<file path="config.mk">
export PLATFORM = sky130hd
export DESIGN_NAME = vga_text_seq_flat
export DESIGN_NICKNAME = d
export VERILOG_FILES = /design/src/rtl/vga_text_seq_if.sv /design/src/rtl/vga_text_seq.sv /design/src/flat_wrapper.sv
export SDC_FILE = /design/constraint.sdc
export NUM_CORES = 1
export LEC_CHECK = 0
export ABC_AREA = 1
export BUFFER_PORTS_ARGS = -buffer_cell sky130_fd_sc_hd__buf_2
export CAP_MARGIN = 15
export CELL_PAD_IN_SITES_DETAIL_PLACEMENT = 1
export CELL_PAD_IN_SITES_GLOBAL_PLACEMENT = 2
export CORE_MARGIN = 3
export CORE_UTILIZATION = 40
export CTS_CLUSTER_DIAMETER = 150
export DETAILED_ROUTE_END_ITERATION = 7
export PLACE_DENSITY_LB_ADDON = 0.05
export SLEW_MARGIN = 40
export SYNTH_ARGS = -nofsm -noshare
export SYNTH_HDL_FRONTEND = slang
export SYNTH_SLANG_ARGS = --single-unit
export TNS_END_PERCENT = 5
</file>
<file path="constraint.sdc">
create_clock -name px_clk -period 4.7 [get_ports px_clk]
set_clock_uncertainty 0.15 [all_clocks]
set_input_delay 0 -clock px_clk [delete_from_list [all_inputs] [get_ports px_clk]]
set_output_delay 0 -clock px_clk [all_outputs]
set_load 0.02 [all_outputs]
</file>
<file path="src/rtl/vga_text_seq_if.sv">
// Bundle between the sequencer and its environment: VS stream, buffer/config writes, drawer outputs.
// No latency of its own; pure wiring.
// No backpressure; all strobes are single-cycle and always accepted.
interface vga_text_seq_if;
  logic [25:0] strRGB_i;
  logic        wr_en;
  logic [3:0]  wr_addr;
  logic [7:0]  wr_data;
  logic        cfg_we;
  logic [4:0]  cfg_len;
  logic [2:0]  cfg_color;
  logic [2:0]  cfg_zoom;
  logic [9:0]  cfg_x;
  logic [9:0]  cfg_y;
  logic        start;
  logic        stop;
  logic [7:0]  character;
  logic [2:0]  color;
  logic [2:0]  zoom;
  logic [9:0]  x_pos;
  logic [9:0]  y_pos;
  logic        busy;
  logic        frame_tick;

  modport master (
    output strRGB_i, wr_en, wr_addr, wr_data, cfg_we, cfg_len, cfg_color, cfg_zoom,
           cfg_x, cfg_y, start, stop,
    input  character, color, zoom, x_pos, y_pos, busy, frame_tick
  );

  modport slave (
    input  strRGB_i, wr_en, wr_addr, wr_data, cfg_we, cfg_len, cfg_color, cfg_zoom,
           cfg_x, cfg_y, start, stop,
    output character, color, zoom, x_pos, y_pos, busy, frame_tick
  );
endinterface

</file>
<file path="src/rtl/vga_text_seq.sv">
// Steps a character drawer through a 16-entry string, one character per HOLD_FRAMES video frames.
// Latency: drawer outputs update exactly one px_clk after the VS rising-edge (frame boundary) cycle.
// No backpressure: writes, config and start/stop pulses are accepted every cycle.
module vga_text_seq #(
  parameter int HOLD_FRAMES = 30,
  parameter bit LOOP        = 1'b1
) (
  input logic          px_clk,
  input logic          rst_n,
  vga_text_seq_if.slave bus
);

  typedef enum logic [1:0] {IDLE, ARM, SHOW} state_t;

  state_t      state, state_nxt;
  logic        vs_d;
  logic        fb;
  logic [7:0]  mem [16];
  logic [4:0]  sh_len;
  logic [2:0]  sh_color;
  logic [2:0]  sh_zoom;
  logic [9:0]  sh_x;
  logic [9:0]  sh_y;
  logic [3:0]  idx;
  logic [9:0]  fcnt;
  logic        stop_pend;
  logic [4:0]  len_eff;
  logic [3:0]  last_idx;
  logic        stop_req;
  logic        hold_done;
  logic        at_last;
  logic        do_commit;
  logic        do_adv;
  logic        do_idle;
  logic        do_load;
  logic [3:0]  rd_idx;
  logic        unused_rgb;

  // Only VS (bit 1) matters; the rest of the pixel stream is deliberately ignored.
  assign unused_rgb = ^{bus.strRGB_i[25:2], bus.strRGB_i[0]};

  assign fb        = bus.strRGB_i[1] & ~vs_d;
  assign stop_req  = stop_pend | bus.stop;
  assign hold_done = (fcnt == 10'(HOLD_FRAMES - 1));
  assign last_idx  = 4'(len_eff - 5'd1);
  assign at_last   = (idx == last_idx);

  // Clamp the programmed length into 1..16.
  always_comb begin
    len_eff = sh_len;
    if (sh_len == 5'd0)       len_eff = 5'd1;
    else if (sh_len > 5'd16)  len_eff = 5'd16;
  end

  // State register.
  always_ff @(posedge px_clk or negedge rst_n) begin
    if (!rst_n) state <= IDLE;
    else        state <= state_nxt;
  end

  // Next-state logic; stop always wins over start, and only acts on a frame boundary once armed.
  always_comb begin
    state_nxt = state;
    case (state)
      IDLE:    if (bus.start && !bus.stop) state_nxt = ARM;
      ARM:     if (fb) state_nxt = stop_req ? IDLE : SHOW;
      SHOW:    if (fb && (stop_req || (hold_done && at_last && !LOOP))) state_nxt = IDLE;
      default: state_nxt = IDLE;
    endcase
  end

  // Per-cycle actions derived from state; they steer the registered datapath below.
  always_comb begin
    do_commit = (state == ARM) && fb && !stop_req;
    do_adv    = (state == SHOW) && fb && !stop_req && hold_done;
    do_idle   = (state != IDLE) && (state_nxt == IDLE);
    do_load   = (do_commit || do_adv) && !do_idle;
    rd_idx    = (do_commit || at_last) ? 4'd0 : idx + 4'd1;
  end

  // Character buffer: never reset, contents are whatever was last written.
  always_ff @(posedge px_clk) begin
    if (bus.wr_en) mem[bus.wr_addr] <= bus.wr_data;
  end

  // Shadow configuration, picked up by the drawer only at commit or advance.
  always_ff @(posedge px_clk or negedge rst_n) begin
    if (!rst_n) begin
      sh_len   <= 5'd1;
      sh_color <= 3'd0;
      sh_zoom  <= 3'd0;
      sh_x     <= 10'd0;
      sh_y     <= 10'd0;
    end else if (bus.cfg_we) begin
      sh_len   <= bus.cfg_len;
      sh_color <= bus.cfg_color;
      sh_zoom  <= bus.cfg_zoom;
      sh_x     <= bus.cfg_x;
      sh_y     <= bus.cfg_y;
    end
  end

  // Sequencing counters, frame detection and registered drawer outputs.
  always_ff @(posedge px_clk or negedge rst_n) begin
    if (!rst_n) begin
      vs_d           <= 1'b1;
      bus.frame_tick <= 1'b0;
      bus.busy       <= 1'b0;
      stop_pend      <= 1'b0;
      idx            <= 4'd0;
      fcnt           <= 10'd0;
      bus.character  <= 8'h20;
      bus.color      <= 3'd0;
      bus.zoom       <= 3'd0;
      bus.x_pos      <= 10'd0;
      bus.y_pos      <= 10'd0;
    end else begin
      vs_d           <= bus.strRGB_i[1];
      bus.frame_tick <= fb;
      bus.busy       <= (state_nxt != IDLE);
      if (state_nxt == IDLE) stop_pend <= 1'b0;
      else if (bus.stop)     stop_pend <= 1'b1;
      if (do_commit)                    fcnt <= 10'd0;
      else if (state == SHOW && fb)     fcnt <= hold_done ? 10'd0 : fcnt + 10'd1;
      if (do_load) idx <= rd_idx;
      if (do_idle) begin
        // Zoom and position are left as they were so the drawer does not jump.
        bus.character <= 8'h20;
        bus.color     <= 3'd0;
      end else if (do_load) begin
        bus.character <= mem[rd_idx];
        bus.color     <= sh_color;
        bus.zoom      <= sh_zoom;
        bus.x_pos     <= sh_x;
        bus.y_pos     <= sh_y;
      end
    end
  end

endmodule

</file>
<file path="src/flat_wrapper.sv">
// flat-port wrapper written by rule: the top's interface ports become plain ports
module vga_text_seq_flat 
#(
  parameter int HOLD_FRAMES = 30,
  parameter bit LOOP        = 1'b1
)
  (px_clk, rst_n, bus_strRGB_i, bus_wr_en, bus_wr_addr, bus_wr_data, bus_cfg_we, bus_cfg_len, bus_cfg_color, bus_cfg_zoom, bus_cfg_x, bus_cfg_y, bus_start, bus_stop, bus_character, bus_color, bus_zoom, bus_x_pos, bus_y_pos, bus_busy, bus_frame_tick);
  vga_text_seq_if bus_i ();
  input logic px_clk;
  input logic rst_n;
  input wire logic [$bits(bus_i.strRGB_i)-1:0] bus_strRGB_i;
  input wire logic [$bits(bus_i.wr_en)-1:0] bus_wr_en;
  input wire logic [$bits(bus_i.wr_addr)-1:0] bus_wr_addr;
  input wire logic [$bits(bus_i.wr_data)-1:0] bus_wr_data;
  input wire logic [$bits(bus_i.cfg_we)-1:0] bus_cfg_we;
  input wire logic [$bits(bus_i.cfg_len)-1:0] bus_cfg_len;
  input wire logic [$bits(bus_i.cfg_color)-1:0] bus_cfg_color;
  input wire logic [$bits(bus_i.cfg_zoom)-1:0] bus_cfg_zoom;
  input wire logic [$bits(bus_i.cfg_x)-1:0] bus_cfg_x;
  input wire logic [$bits(bus_i.cfg_y)-1:0] bus_cfg_y;
  input wire logic [$bits(bus_i.start)-1:0] bus_start;
  input wire logic [$bits(bus_i.stop)-1:0] bus_stop;
  output wire logic [$bits(bus_i.character)-1:0] bus_character;
  output wire logic [$bits(bus_i.color)-1:0] bus_color;
  output wire logic [$bits(bus_i.zoom)-1:0] bus_zoom;
  output wire logic [$bits(bus_i.x_pos)-1:0] bus_x_pos;
  output wire logic [$bits(bus_i.y_pos)-1:0] bus_y_pos;
  output wire logic [$bits(bus_i.busy)-1:0] bus_busy;
  output wire logic [$bits(bus_i.frame_tick)-1:0] bus_frame_tick;
  assign bus_i.strRGB_i = bus_strRGB_i;
  assign bus_i.wr_en = bus_wr_en;
  assign bus_i.wr_addr = bus_wr_addr;
  assign bus_i.wr_data = bus_wr_data;
  assign bus_i.cfg_we = bus_cfg_we;
  assign bus_i.cfg_len = bus_cfg_len;
  assign bus_i.cfg_color = bus_cfg_color;
  assign bus_i.cfg_zoom = bus_cfg_zoom;
  assign bus_i.cfg_x = bus_cfg_x;
  assign bus_i.cfg_y = bus_cfg_y;
  assign bus_i.start = bus_start;
  assign bus_i.stop = bus_stop;
  assign bus_character = bus_i.character;
  assign bus_color = bus_i.color;
  assign bus_zoom = bus_i.zoom;
  assign bus_x_pos = bus_i.x_pos;
  assign bus_y_pos = bus_i.y_pos;
  assign bus_busy = bus_i.busy;
  assign bus_frame_tick = bus_i.frame_tick;
  vga_text_seq #(.HOLD_FRAMES(HOLD_FRAMES), .LOOP(LOOP)) u_core (.px_clk(px_clk), .rst_n(rst_n), .bus(bus_i));
endmodule
</file>
* Yosys cells after proc, flatten, opt, wreduce, memory -nomap -nowiden
Memory sizes are Yosys's and may differ from the RTL's.
Index checks and enable logic that the tools add are counted.
** Word-level totals
- Flip-flop bits (word level) :: 85
- RAM bits :: 128
- Output and inout bits :: 36
- Word-level logic and storage cells :: 72
- Memories kept :: 1
** Operators by class
- $add $sub $neg :: 3
- Order comparisons :: 1
- Equal/unequal tests :: 4
- Muxes and demuxes :: 19
- Bitwise operators :: 4
- Reduce and logical (&&, ||, !) cells :: 23
** Memories
- u_core.mem :: words 16, width 8, rd ports 1, clocked after Yosys merged registers in 0, write ports 1, RTL line vga_text_seq.sv:18 : logic [7:0] mem [16];
** Operators by type and width (count)
- 2-to-1 mux 10 bit :: 3
- 2-to-1 mux 8 bit :: 2
- 2-to-1 mux 4 bit :: 3
- adder 10 x 1 -> 10 bit, second input constant :: 1
- equality test 10 x 5 -> 1 bit, second input constant :: 1
- nonzero test 2 bit :: 5
- logical AND 1 bit :: 9
- 2-to-1 mux 2 bit :: 4
- 2-to-1 mux 3 bit :: 2
- case mux 2 bit (3 select lines) :: 1
- greater-than comparator 5 bit, second input constant :: 1
- logical NOT 5 bit :: 1
- adder 4 x 1 -> 4 bit, second input constant :: 1
- equality test 4 bit :: 1
- logical NOT 2 bit :: 2
- 2-to-1 mux 1 bit :: 4
- subtractor 4 x 1 -> 4 bit, second input constant :: 1
- logical NOT 1 bit :: 3
- equality test 2 x 1 -> 1 bit, second input constant :: 1
- equality test 2 bit, second input constant :: 1
- logical OR 1 bit :: 2
- inverter 1 bit :: 2
- AND reduction 2 bit :: 1
- AND 1 bit :: 1
- bitwise OR 1 bit :: 1

* Logic depth before layout (Yosys ltp)
Gate-level depths: netlist (run 1).
- Depth after elaboration :: 11
- Depth in mapped cells :: 22
- Mapped depth without buffers :: 21

* Worst setup path before layout (run 1)
No wires, ideal clock.
- Kind :: register to register
- Start point :: register u_core.sh_len[0]
- End point :: register u_core.bus.character[4]
- Library setup time :: 0.116 ns
- Arrival time :: 2.099 ns
- Slack :: 2.335 ns
- Cell stages (with the launch flop) :: 21
- Path buffers :: 2
- Clock period less this slack :: 2.365 ns
- Cells stage by stage :: dfstp_2 nand2_1 nand2_1 inv_1 ha_1 inv_1 nand2_1 nand2_1 nand3_1 nand2_1 inv_2 nor2_4 nand2_4 buf_6 nand3_4 buf_4 nand3_1 nand3_1 nand3_1 nand2_1 nand2_1
** On the way
- Cells in the longest elaborated chain, start to end :: 10
** Ends and longest elaborated chain
- start: declaration :: RTL line vga_text_seq.sv:19 : logic [4:0] sh_len;
- start signal: assignment :: RTL line vga_text_seq.sv:95 : sh_len <= bus.cfg_len;
- greater-than comparator 5 bit :: RTL line vga_text_seq.sv:52 : else if (sh_len > 5'd16) len_eff = 5'd16;
- 2-to-1 mux 4 bit :: RTL line vga_text_seq.sv:52
- 2-to-1 mux 4 bit * :: RTL line vga_text_seq.sv:51 : if (sh_len == 5'd0) len_eff = 5'd1;
- subtractor 4 x 1 -> 4 bit * :: RTL line vga_text_seq.sv:45 : assign last_idx = 4'(len_eff - 5'd1);
- equality test 4 bit * :: RTL line vga_text_seq.sv:46 : assign at_last = (idx == last_idx);
- logical OR 1 bit * :: RTL line vga_text_seq.sv:78 : rd_idx = (do_commit || at_last) ? 4'd0 : idx + 4'd1;
- 2-to-1 mux 4 bit * :: RTL line vga_text_seq.sv:78
- memory read (16 x 8 bit) *
- 2-to-1 mux 8 bit * :: RTL line vga_text_seq.sv:130 : end else if (do_load) begin
- 2-to-1 mux 8 bit * :: RTL line vga_text_seq.sv:126 : if (do_idle) begin
- end signal: assignment :: RTL line vga_text_seq.sv:131 : bus.character <= mem[rd_idx];
- end: declaration :: RTL line vga_text_seq_if.sv:34 : output character, color, zoom, x_pos, y_pos, busy, frame_tick
Mark *: on every way between the ends. The rest lies on a longest branch, timed or not. The select of a mux whose other input is x is not followed.
A chain may end at the register's enable or synchronous reset.

* Worst setup path in the final report (run 1)
- Start point :: register u_core.state[0]
- End point :: register u_core.bus.character[3]
** On the way
- Cells in the longest elaborated chain, start to end :: 8
** Ends and longest elaborated chain
- start: declaration :: RTL line vga_text_seq.sv:15 : state_t state, state_nxt;
- start signal: assignment :: RTL line vga_text_seq.sv:58 : else state <= state_nxt;
- equality test 2 x 1 -> 1 bit :: RTL line vga_text_seq.sv:64, vga_text_seq.sv:74
- logical AND 1 bit (2 in a row) :: RTL line vga_text_seq.sv:74 : do_commit = (state == ARM) && fb && !stop_req;
- logical OR 1 bit :: RTL line vga_text_seq.sv:78
- 2-to-1 mux 4 bit :: RTL line vga_text_seq.sv:78
- memory read (16 x 8 bit)
- 2-to-1 mux 8 bit :: RTL line vga_text_seq.sv:130
- 2-to-1 mux 8 bit :: RTL line vga_text_seq.sv:126
Several ways; a longest one is shown, not always the timed one. The select of a mux whose other input is x is not followed.

==> results of run 1 <==
## routing by layer
metal  wire length, um  vias to the layer above
li1                  -                     3145
met1             10300                     3349
met2             12520                      115
met3               774                       41
met4               454                        0
met5                 0                        -
## report_power, final
group / total [W] / switching (W) / internal (W) / leakage (nW)
registers: 0.00237 / 0.000149 / 0.00222 / 2.23
logic: 0.00210 / 0.00144 / 0.000662 / 2.21
clock network: 0.00186 / 0.000738 / 0.00112 / 0.383
## critical path: stages, from the launching register on
cell and delay, ns:
dfrtp_1 0.39, inv_1 0.06, nor2_1 0.20, nand3_2 0.42, nand2_2 0.35, clkinv_2 0.59, nor2_2 0.63, nand3_1 0.17
nand3_1 0.11, nand2_1 0.06, nand2_1 0.06
## through the flow
stage          total power, W  std cells  worst slack [ns]
2_1_floorplan        0.003793        818             2.335
3_3_place_gp         0.004366       1150             1.495
3_5_place_dp         0.004444       1150             1.440
4_1_cts              0.006411       1303             1.423
5_1_grt              0.006749       1303             1.097
6_report             0.006330       1304             1.438
## layout by cell type, fill, tap and decap left out, types with 4 or more instances in the layout
| cell | instances |
|---|---|
| buf_2 | 83 |
| buf_4 | 6 |
| clkbuf_1 | 6 |
| clkbuf_16 | 24 |
| clkinv_1 | 5 |
| clkinv_2 | 5 |
| dfrtp_1 | 82 |
| dlygate4sd3_1 | 108 |
| edfxtp_1 | 128 |
| ha_1 | 4 |
| inv_1 | 59 |
| inv_2 | 9 |
| nand2_1 | 223 |
| nand3_1 | 116 |
| nand3_2 | 8 |
| nand4_1 | 9 |
| nor2_1 | 24 |
| nor2_2 | 18 |
| o21ai_0 | 54 |
| o21ai_1 | 5 |
| xor2_1 | 5 |
## layout make-up
type | count | area share [%]
Sequential cell | 213 | 52.51
Multi-Input combinational cell | 503 | 21.51
Timing Repair Buffer | 198 | 13.72
Clock buffer | 31 | 5.597
Tap cell | 275 | 3.024
Inverter | 70 | 2.342
Clock inverter | 13 | 1.276
Antenna cell | 1 | 0.02199
## path summary, 6_finish.rpt
check / startpoint / to / cells past startpoint / slack, ns
max in group asynchronous: rst_n / u_core.bus.y_pos[1] / 4 / 3.33
worst max-delay path: u_core.state[0] / u_core.bus.character[3] / 10 / 1.44
min in group asynchronous: rst_n / u_core.bus.character[5] / 3 / 0.43
worst max register to register: u_core.state[0] / u_core.bus.character[3] / 10 / 1.44
worst min-delay path: bus_wr_addr[2] / u_core.mem[6][5] / 3 / 0.0003
worst min register to register: u_core.bus.character[7] / u_core.bus.character[7] / 2 / 0.33
## registers in the layout (all words and copies together), names as in the netlist
name / count
u_core.bus.busy: 1
u_core.bus.character: 8
u_core.bus.color: 3
u_core.bus.frame_tick: 1
u_core.bus.x_pos: 10
u_core.bus.y_pos: 10
u_core.bus.zoom: 3
u_core.fcnt: 10
u_core.idx: 4
u_core.mem: 128
u_core.sh_color: 3
u_core.sh_len: 5
u_core.sh_x: 10
u_core.sh_y: 10
u_core.sh_zoom: 3
u_core.state: 2
u_core.stop_pend: 1
u_core.vs_d: 1
## kinds of logic after synthesis
group	Yosys count
AO/OA/AOI/OAI	74
XOR/XNOR	6
adder cells (fa/ha/maj)	4
buffers and inverters	102
flip-flops	213
multiplexers	4
AND/OR/NAND/NOR	415
## repair_timing
action,in CTS,in global routing
resized for setup,0,0
hold buffers,109,0
hold endpoints to repair,311,0
==> results.sh, run 1 <==
export IMPL_status="complete, no violations"
export IMPL_port_buffers=85
export IMPL_post_synth_mux_area_share_pct=0.4964
export IMPL_synth_xor_xnor_area_share_pct=0.5957
export IMPL_grt_pass1_vias=7298
export IMPL_synth_edf_count=128
export IMPL_fin_crit_sh_pct=69.41
export IMPL_use_met3_pct=2.742
export IMPL_fillerInstances=2310
export IMPL_numCtsBuffers=24
export IMPL_clk_latency_ns=0.52
export IMPL_slew_violations=0
export IMPL_via_per_inst=5.100
export IMPL_synth_fa_ha_area_share_pct=0.5673
export IMPL_tightestPinTransition_ns=0.8141
export IMPL_stdcell_area_um2=11380
export IMPL_drt_iter0_markers=259
export IMPL_endpoint_kind="flip-flop"
export IMPL_tns_ns=0
export IMPL_dpl_cell_area_um2=9474
export IMPL_fmax_mhz=306.5
export IMPL_grt_max_degree=63
export IMPL_ir_drop_mv=0.3056
export IMPL_post_route_min_period_ns=3.262
export IMPL_path_clk_slew_ns=0.06
export IMPL_track_usage_pct=20.21
export IMPL_antenna_found_initial=0
export IMPL_setup_viol=0
export IMPL_vias=6650
export IMPL_final_seq_area_um2=5974
export IMPL_drive_above_1_share_pct=17.12
export IMPL_arrival_ns=3.57
export IMPL_htree_levels=1
export IMPL_slew_headroom_pct=45.53
export IMPL_grt_busiest_layer="met2"
export IMPL_die_area_um2=23870
export IMPL_worstPathRequired_ns=5.01
export IMPL_synthFlopType="edfxtp_1"
export IMPL_hold_ws_ns=0.0003147
export IMPL_avgSynthCellArea_um2=10.79
export IMPL_grt_first_pass_wirelength_mm=38.62
export IMPL_std_cell_rows=53
export IMPL_hold_viol=0
export IMPL_grt_overflow=0
export IMPL_hpwlAfterDp_mm=13.93
export IMPL_netlist_area_um2=8822
export IMPL_wl_per_cell_um=18.44
export IMPL_cts_tree="yes"
export IMPL_powerDensity_nw_per_um2=556.3
export IMPL_ant_nets=0
export IMPL_start_kind="flip-flop"
export IMPL_die_h_um=154.5
export IMPL_nets=1089
export IMPL_drt_drc_violations_left=0
export IMPL_multi_input_area_um2=2447
export IMPL_final_core_util_pct=53.29
export IMPL_start_util_pct=41.32
export IMPL_io_pins=111
export IMPL_critPathKind="flip-flop to flip-flop"
export IMPL_synth_most_common_cell="nand2_1"
export IMPL_yosys_area_share_simple_pct=21.16
export IMPL_ctsLongestPathBuffers=3
export IMPL_synth_top_family_by_area="simple AND/OR/NAND/NOR gates"
export IMPL_ys_warn_count=0
export IMPL_gp_congestion=0.7531
export IMPL_leakagePower_nw=4.826
export IMPL_synthDistinctLibCells=44
export IMPL_ys_ff_latch=213
export IMPL_rsz0062_at_grt="false"
export IMPL_area_delta_synth_final_pct=28.97
export IMPL_synthArstFlopShare_pct=39.91
export IMPL_crit_path_max_fanout=55
export IMPL_fp_dieW_um=154.5
export IMPL_postCtsSetupBuffers=0
export IMPL_core_area_um2=21350
export IMPL_yosysSeqAreaShare_pct=67.72
export IMPL_grt_met2_usage_pct=36.75
export IMPL_yosys_top_cells_count="nand2_1 (223), edfxtp_1 (128), nand3_1 (116)"
export IMPL_cts_root_buf="clkbuf_16"
export IMPL_maxCapViolations=0
export IMPL_synth_top_area_share_pct=43.57
export IMPL_wl_mm=24.04
export IMPL_synth_compound_area_share_pct=4.524
export IMPL_synthCells=818
export IMPL_grtUsageMet1_pct=25.67
export IMPL_syn_nets=897
export IMPL_hp_class="input pin to flip-flop"
export IMPL_yosys_area_top_type="edfxtp_1"
export IMPL_synth_area_top_cells="edfxtp_1 (44%), dfrtp_1 (23%), nand2_1 (9.5%)"
export IMPL_numClockSinks=213
export IMPL_firstDrtPassIters=4
Note: power is estimated with default switching activity, not from simulation.
==> run 2, diff against run 1 <==
Settings changed: CORE_UTILIZATION 40 to 38.
Clock period 4.7 ns to 3.1 ns, I/O delays scaled along.
==> results.sh, run 2 (same netlist as run 1, synthesis figures left out) <==
export IMPL_status="complete, no violations"
export IMPL_r2r_cells=20
export IMPL_n_antenna_cell=0
export IMPL_setup_viol=0
export IMPL_endpoint_kind="flip-flop"
export IMPL_regToRegStartpoint="u_core.sh_len[0]"
export IMPL_area_delta_synth_final_pct=30.85
export IMPL_clk_latency_ns=0.51
export IMPL_fmax_mhz=354.5
export IMPL_drive_above_1_share_pct=18.53
export IMPL_top_register="u_core.mem"
export IMPL_grt_pass1_vias=7023
export IMPL_vias=6607
export IMPL_firstDrtPassIters=4
export IMPL_postCtsSetupBuffers=0
export IMPL_final_core_util_pct=50.83
export IMPL_die_h_um=158.4
export IMPL_track_usage_pct=18.92
export IMPL_worstPathRequired_ns=3.35
export IMPL_die_area_um2=25080
export IMPL_port_buffers=85
export IMPL_start_util_pct=38.85
export IMPL_ir_drop_mv=0.4454
export IMPL_start_kind="flip-flop"
export IMPL_grt_first_pass_wirelength_mm=37.23
export IMPL_ant_nets=0
export IMPL_post_route_min_period_ns=2.821
export IMPL_grt_max_degree=66
export IMPL_leakagePower_nw=4.915
export IMPL_fin_crit_sh_pct=91.00
export IMPL_cts_tree="yes"
export IMPL_gp_congestion=0.7453
export IMPL_path_clk_slew_ns=0.06
export IMPL_pre_cts_slack_ns=0.1589
export IMPL_powerDensity_nw_per_um2=855.1
export IMPL_hold_ws_ns=0.006009
export IMPL_wl_mm=23.47
export IMPL_maxCapViolations=0
export IMPL_arrival_ns=3.07
export IMPL_tightestPinTransition_ns=0.7016
export IMPL_tns_ns=0
export IMPL_hp_class="input pin to flip-flop"
export IMPL_antenna_found_initial=0
export IMPL_hpwlAfterDp_mm=14.44
export IMPL_final_cells=1321
export IMPL_via_per_inst=5.002
export IMPL_io_pins=111
export IMPL_fp_dieW_um=158.4
export IMPL_slew_violations=0
export IMPL_numCtsBuffers=24
export IMPL_drt_iter0_markers=275
export IMPL_critPathKind="flip-flop to flip-flop"
export IMPL_crit_path_max_fanout=17
export IMPL_cts_root_buf="clkbuf_16"
export IMPL_rsz0062_at_grt="true"
export IMPL_nets=1097
export IMPL_drt_drc_violations_left=0
export IMPL_std_cell_rows=55
export IMPL_htree_levels=1
export IMPL_setup_slack_ns=0.2791
export IMPL_hold_viol=0
export IMPL_layout_common_cells="nand2_1 (223), edfxtp_1 (128), nand3_1 (116)"
export IMPL_reg2reg_slack_ns=0.28
export IMPL_worstSetupEndpoint="u_core.bus.character[7]"
export IMPL_slew_headroom_pct=53.06
export IMPL_ctsLongestPathBuffers=3
export IMPL_largest_reg_flops=128
export IMPL_final_common_cell="nand2_1"
export IMPL_grt_overflow=0
export IMPL_crit_path_start="u_core.sh_len[0]"
export IMPL_worstReg2RegEnd="u_core.bus.character[7]"
export IMPL_wl_per_cell_um=17.77
export IMPL_numClockSinks=213
export IMPL_dp_cells=1168
export IMPL_core_area_um2=22710
[run 2: changes by cell type in the layout (fill, tap and decap cells not counted), sizes merged]
cell    previous run  this run
buf               90        98
bufinv             3         2
clkbuf            31        30
clkinv            11        12
diode              1         0
inv               69        70
[run 2: per-layer routing]
layer / GRT usage, % / share of wire, % / vias to the layer above
met5: 0 / 0 / -
met4: 5.121 / 2.1 / 0
met3: 2.555 / 3.0 / 38
met2: 33.12 / 50 / 99
met1: 24.84 / 45 / 3306
li1: - / - / 3164
[run 2: per-stage QoR]
| step | total power [W] | instance area (um2) |
|---|---|---|
| after floorplan | 0.005751 | 8822 |
| after global placement | 0.006848 | 9577 |
| after detailed placement | 0.006956 | 9598 |
| after CTS | 0.009974 | 11510 |
| after global routing | 0.01052 | 11540 |
| final | 0.009871 | 11540 |
[run 2: worst max-delay path, cell delays in order (launching register included)]
cell	delay, ns
dfstp_2	0.55
nor2_2	0.04
nand3_1	0.09
nand2_1	0.08
inv_1	0.06
ha_1	0.16
inv_1	0.05
nand2_1	0.07
nand2_1	0.06
nand3_1	0.07
nand2_1	0.07
inv_2	0.07
nor2_4	0.04
nand2_4	0.17
nand3_2	0.19
inv_4	0.26
nand3_1	0.11
nand3_1	0.11
nand3_1	0.15
nand2_1	0.11
nand2_1	0.05
[run 2: repair_timing]
item,CTS,global route
hold buffers,109,0
resized for setup,0,5
hold endpoints to repair,295,0
setup endpoints to repair,0,7
[run 2: worst min-delay path by stage]
stage	from	slack (ns)	endpoint	cells after the start
after CTS	bus_wr_addr[3]	0.002	u_core.mem[1][1]	4
after floorplan	rst_n	-0.45	u_core.bus.busy	0
after global placement	bus_strRGB_i[1]	-0.02	u_core.vs_d	1
after detailed placement	rst_n	-0.09	u_core.fcnt[5]	1
after global routing	bus_wr_addr[3]	0.02	u_core.mem[0][3]	4
final	bus_wr_addr[3]	0.006	u_core.mem[3][0]	4
[run 2: layout make-up]
cell class                 count  area [um2]
multi-input combinational    503        2450
fill                        2436       11170
clock buffer                  30       684.4
sequential                   213        5974
tap                          285       356.6
clock inverter                14       116.4
inverter                      70       267.8
timing repair buffer         206        1694
[run 2: where the power goes]
group          switching, W  internal [W]
sequential         0.000227       0.00337
clock               0.00112       0.00172
combinational       0.00222       0.00121
==> run 3, diff against run 2 <==
Settings changed: CELL_PAD_IN_SITES_GLOBAL_PLACEMENT 2 to 1, CORE_UTILIZATION 38 to 46.
==> results.sh, run 3 (same netlist as run 1, synthesis figures left out) <==
export IMPL_ant_nets=0
export IMPL_grt_max_degree=71
export IMPL_crit_path_start="u_core.sh_len[1]"
export IMPL_setup_viol=0
export IMPL_grt_met2_usage_pct=45.14
export IMPL_combPwrFrac_pct=35.7
export IMPL_setup_slack_ns=0.2172
export IMPL_cpLargestDelayFamily="simple AND/OR/NAND/NOR gates"
export IMPL_grt_busiest_layer="met2"
export IMPL_clk_latency_ns=0.53
export IMPL_firstDrtPassIters=4
export IMPL_powerDensity_nw_per_um2=861.1
export IMPL_status="complete, no violations"
export IMPL_final_core_util_pct=61.36
export IMPL_seq_power_share_pct=36.5
export IMPL_grtUsageMet1_pct=29.47
export IMPL_arrival_ns=3.18
export IMPL_path_clk_slew_ns=0.06
export IMPL_grt_pass1_vias=7488
export IMPL_grt_first_pass_wirelength_mm=40.07
export IMPL_antenna_found_initial=0
export IMPL_worstHoldStart="bus_strRGB_i[1]"
export IMPL_grt_overflow=0
export IMPL_final_common_cell="nand2_1"
export IMPL_layout_common_cells="nand2_1 (221), edfxtp_1 (128), nand3_1 (115)"
export IMPL_crit_slowest_cell="dfrtp_1"
export IMPL_critPathKind="flip-flop to flip-flop"
export IMPL_start_kind="flip-flop"
export IMPL_nets=1099
export IMPL_drt_iter0_markers=319
export IMPL_core_area_um2=18770
export IMPL_use_met3_pct=3.505
export IMPL_area_delta_synth_final_pct=30.53
export IMPL_tightestPinTransition_ns=0.8135
export IMPL_start_util_pct=47.01
export IMPL_fin_crit_sh_pct=92.99
export IMPL_ir_drop_mv=0.4967
export IMPL_hold_viol=0
export IMPL_switchingPower_w=0.003733
export IMPL_cts_root_buf="clkbuf_16"
export IMPL_die_h_um=144.5
export IMPL_worstPathRequired_ns=3.40
export IMPL_io_pins=111
export IMPL_endpoint_kind="flip-flop"
export IMPL_top_register="u_core.mem"
export IMPL_crit_buf_inv=4
export IMPL_std_cell_rows=50
export IMPL_slew_violations=0
export IMPL_power_internal_w=0.006183
export IMPL_htree_levels=1
export IMPL_n_antenna_cell=0
export IMPL_hpwlAfterDp_mm=14.35
export IMPL_clkPwrFrac_pct=27.8
export IMPL_fp_dieW_um=144.5
export IMPL_track_usage_pct=24.91
export IMPL_largest_reg_flops=128
export IMPL_numClockSinks=213
export IMPL_maxCapViolations=0
export IMPL_port_buffers=85
export IMPL_swShare_pct=37.64
export IMPL_regToRegStartpoint="u_core.sh_len[1]"
export IMPL_die_area_um2=20880
export IMPL_pre_cts_slack_ns=0.04466
export IMPL_wl_mm=26.29
export IMPL_hp_class="input pin to flip-flop"
export IMPL_tns_ns=0
export IMPL_crit_path_max_fanout=16
export IMPL_path_cells="nor2_2, nand3_2, nand2_2, inv_1, ha_1, inv_1, nand2_1, nand2_1, nand3_1, nand2_1, inv_2, nor2_4, nand2_8, nand3_4, clkbuf_16, nand2_1, nand3_1, nand3_1, nand3_1, nand3_1, nand2_1"
export IMPL_numCtsBuffers=24
export IMPL_slew_headroom_pct=45.56
export IMPL_post_route_min_period_ns=2.883
export IMPL_gp_congestion=0.7931
export IMPL_via_per_inst=5.424
export IMPL_wl_per_cell_um=20.69
export IMPL_ctsLongestPathBuffers=3
export IMPL_cts_tree="yes"
export IMPL_vias=6894
export IMPL_fmax_mhz=346.9
export IMPL_drt_drc_violations_left=0
export IMPL_crit_path_max_incr_delay_ns=0.41
export IMPL_drive_above_1_share_pct=18.32
export IMPL_leakagePower_nw=4.894
-- run 3: changes by cell type in the layout (fill, tap and decap cells not counted), moves of 3 or more --
cell,change
clkbuf_1,+3
dlygate4sd3_1,+3
buf_12,-4
clkinv_2,-4
-- run 3: tightest hold or removal path, cell delays in order --
cell           delay, ns
dlygate4sd3_1       0.53
buf_2               0.12
inv_1               0.06
nor2_2              0.06
-- run 3: final timing paths --
| kind | slack, ns | cells after the start | end |
|---|---|---|---|
| setup / recovery | 0.22 | 21 | u_core.bus.character[6] |
| hold / removal | 0.15 | 4 | u_core.bus.frame_tick |
| setup reg to reg | 0.22 | 21 | u_core.bus.character[6] |
| hold reg to reg | 0.32 | 2 | u_core.bus.character[1] |
| max in group asynchronous | 2.01 | 4 | u_core.bus.x_pos[3] |
| min in group asynchronous | 0.41 | 3 | u_core.sh_len[0] |
-- run 3: layout make-up --
class	instances	area, um2
tap	234	292.8
clock buffer	33	684.4
timing repair buffer	208	1722
sequential	213	5974
multi-input combinational	503	2479
inverter	70	277.8
clock inverter	10	86.33
fill	1958	7252
-- run 3: stage by stage --
| stage | instance area, um2 | power [W] | hold WS (ns) | cells |
|---|---|---|---|---|
| finish | 11520 | 0.009916 | 0.1500 | 1271 |
| global route | 11520 | 0.01050 | 0.1921 | 1271 |
| CTS | 11370 | 0.009668 | 0.1360 | 1267 |
| detailed placement | 9459 | 0.006767 | -0.09037 | 1112 |
| global placement | 9438 | 0.006621 | -0.03456 | 1112 |
| floorplan | 8822 | 0.005751 | -0.4456 | 818 |
-- run 3: routing by layer --
metal  wire length, um  share of wire [%]  vias up
met5                 0                  0        -
met4              1057                4.0        0
met3               998                3.8       70
met2             14000                 53      183
met1             10240                 39     3464
li1                  -                  -     3177
-- run 3: power by group through the flow --
stage | registers (W) | logic, W | clock network, W
after floorplan | 0.00386 | 0.00190 | 0
after global placement | 0.00363 | 0.00299 | 0
after detailed placement | 0.00365 | 0.00312 | 0
after CTS | 0.00359 | 0.00328 | 0.00280
after global routing | 0.00366 | 0.00390 | 0.00295
final | 0.00362 | 0.00354 | 0.00276
-- run 3: timing repair --
item                       in CTS  in global routing
hold endpoints to repair      294                  0
hold buffers                  112                  0
setup endpoints to repair       0                  8
setup buffers                   0                  0
gates resized for setup         0                 17
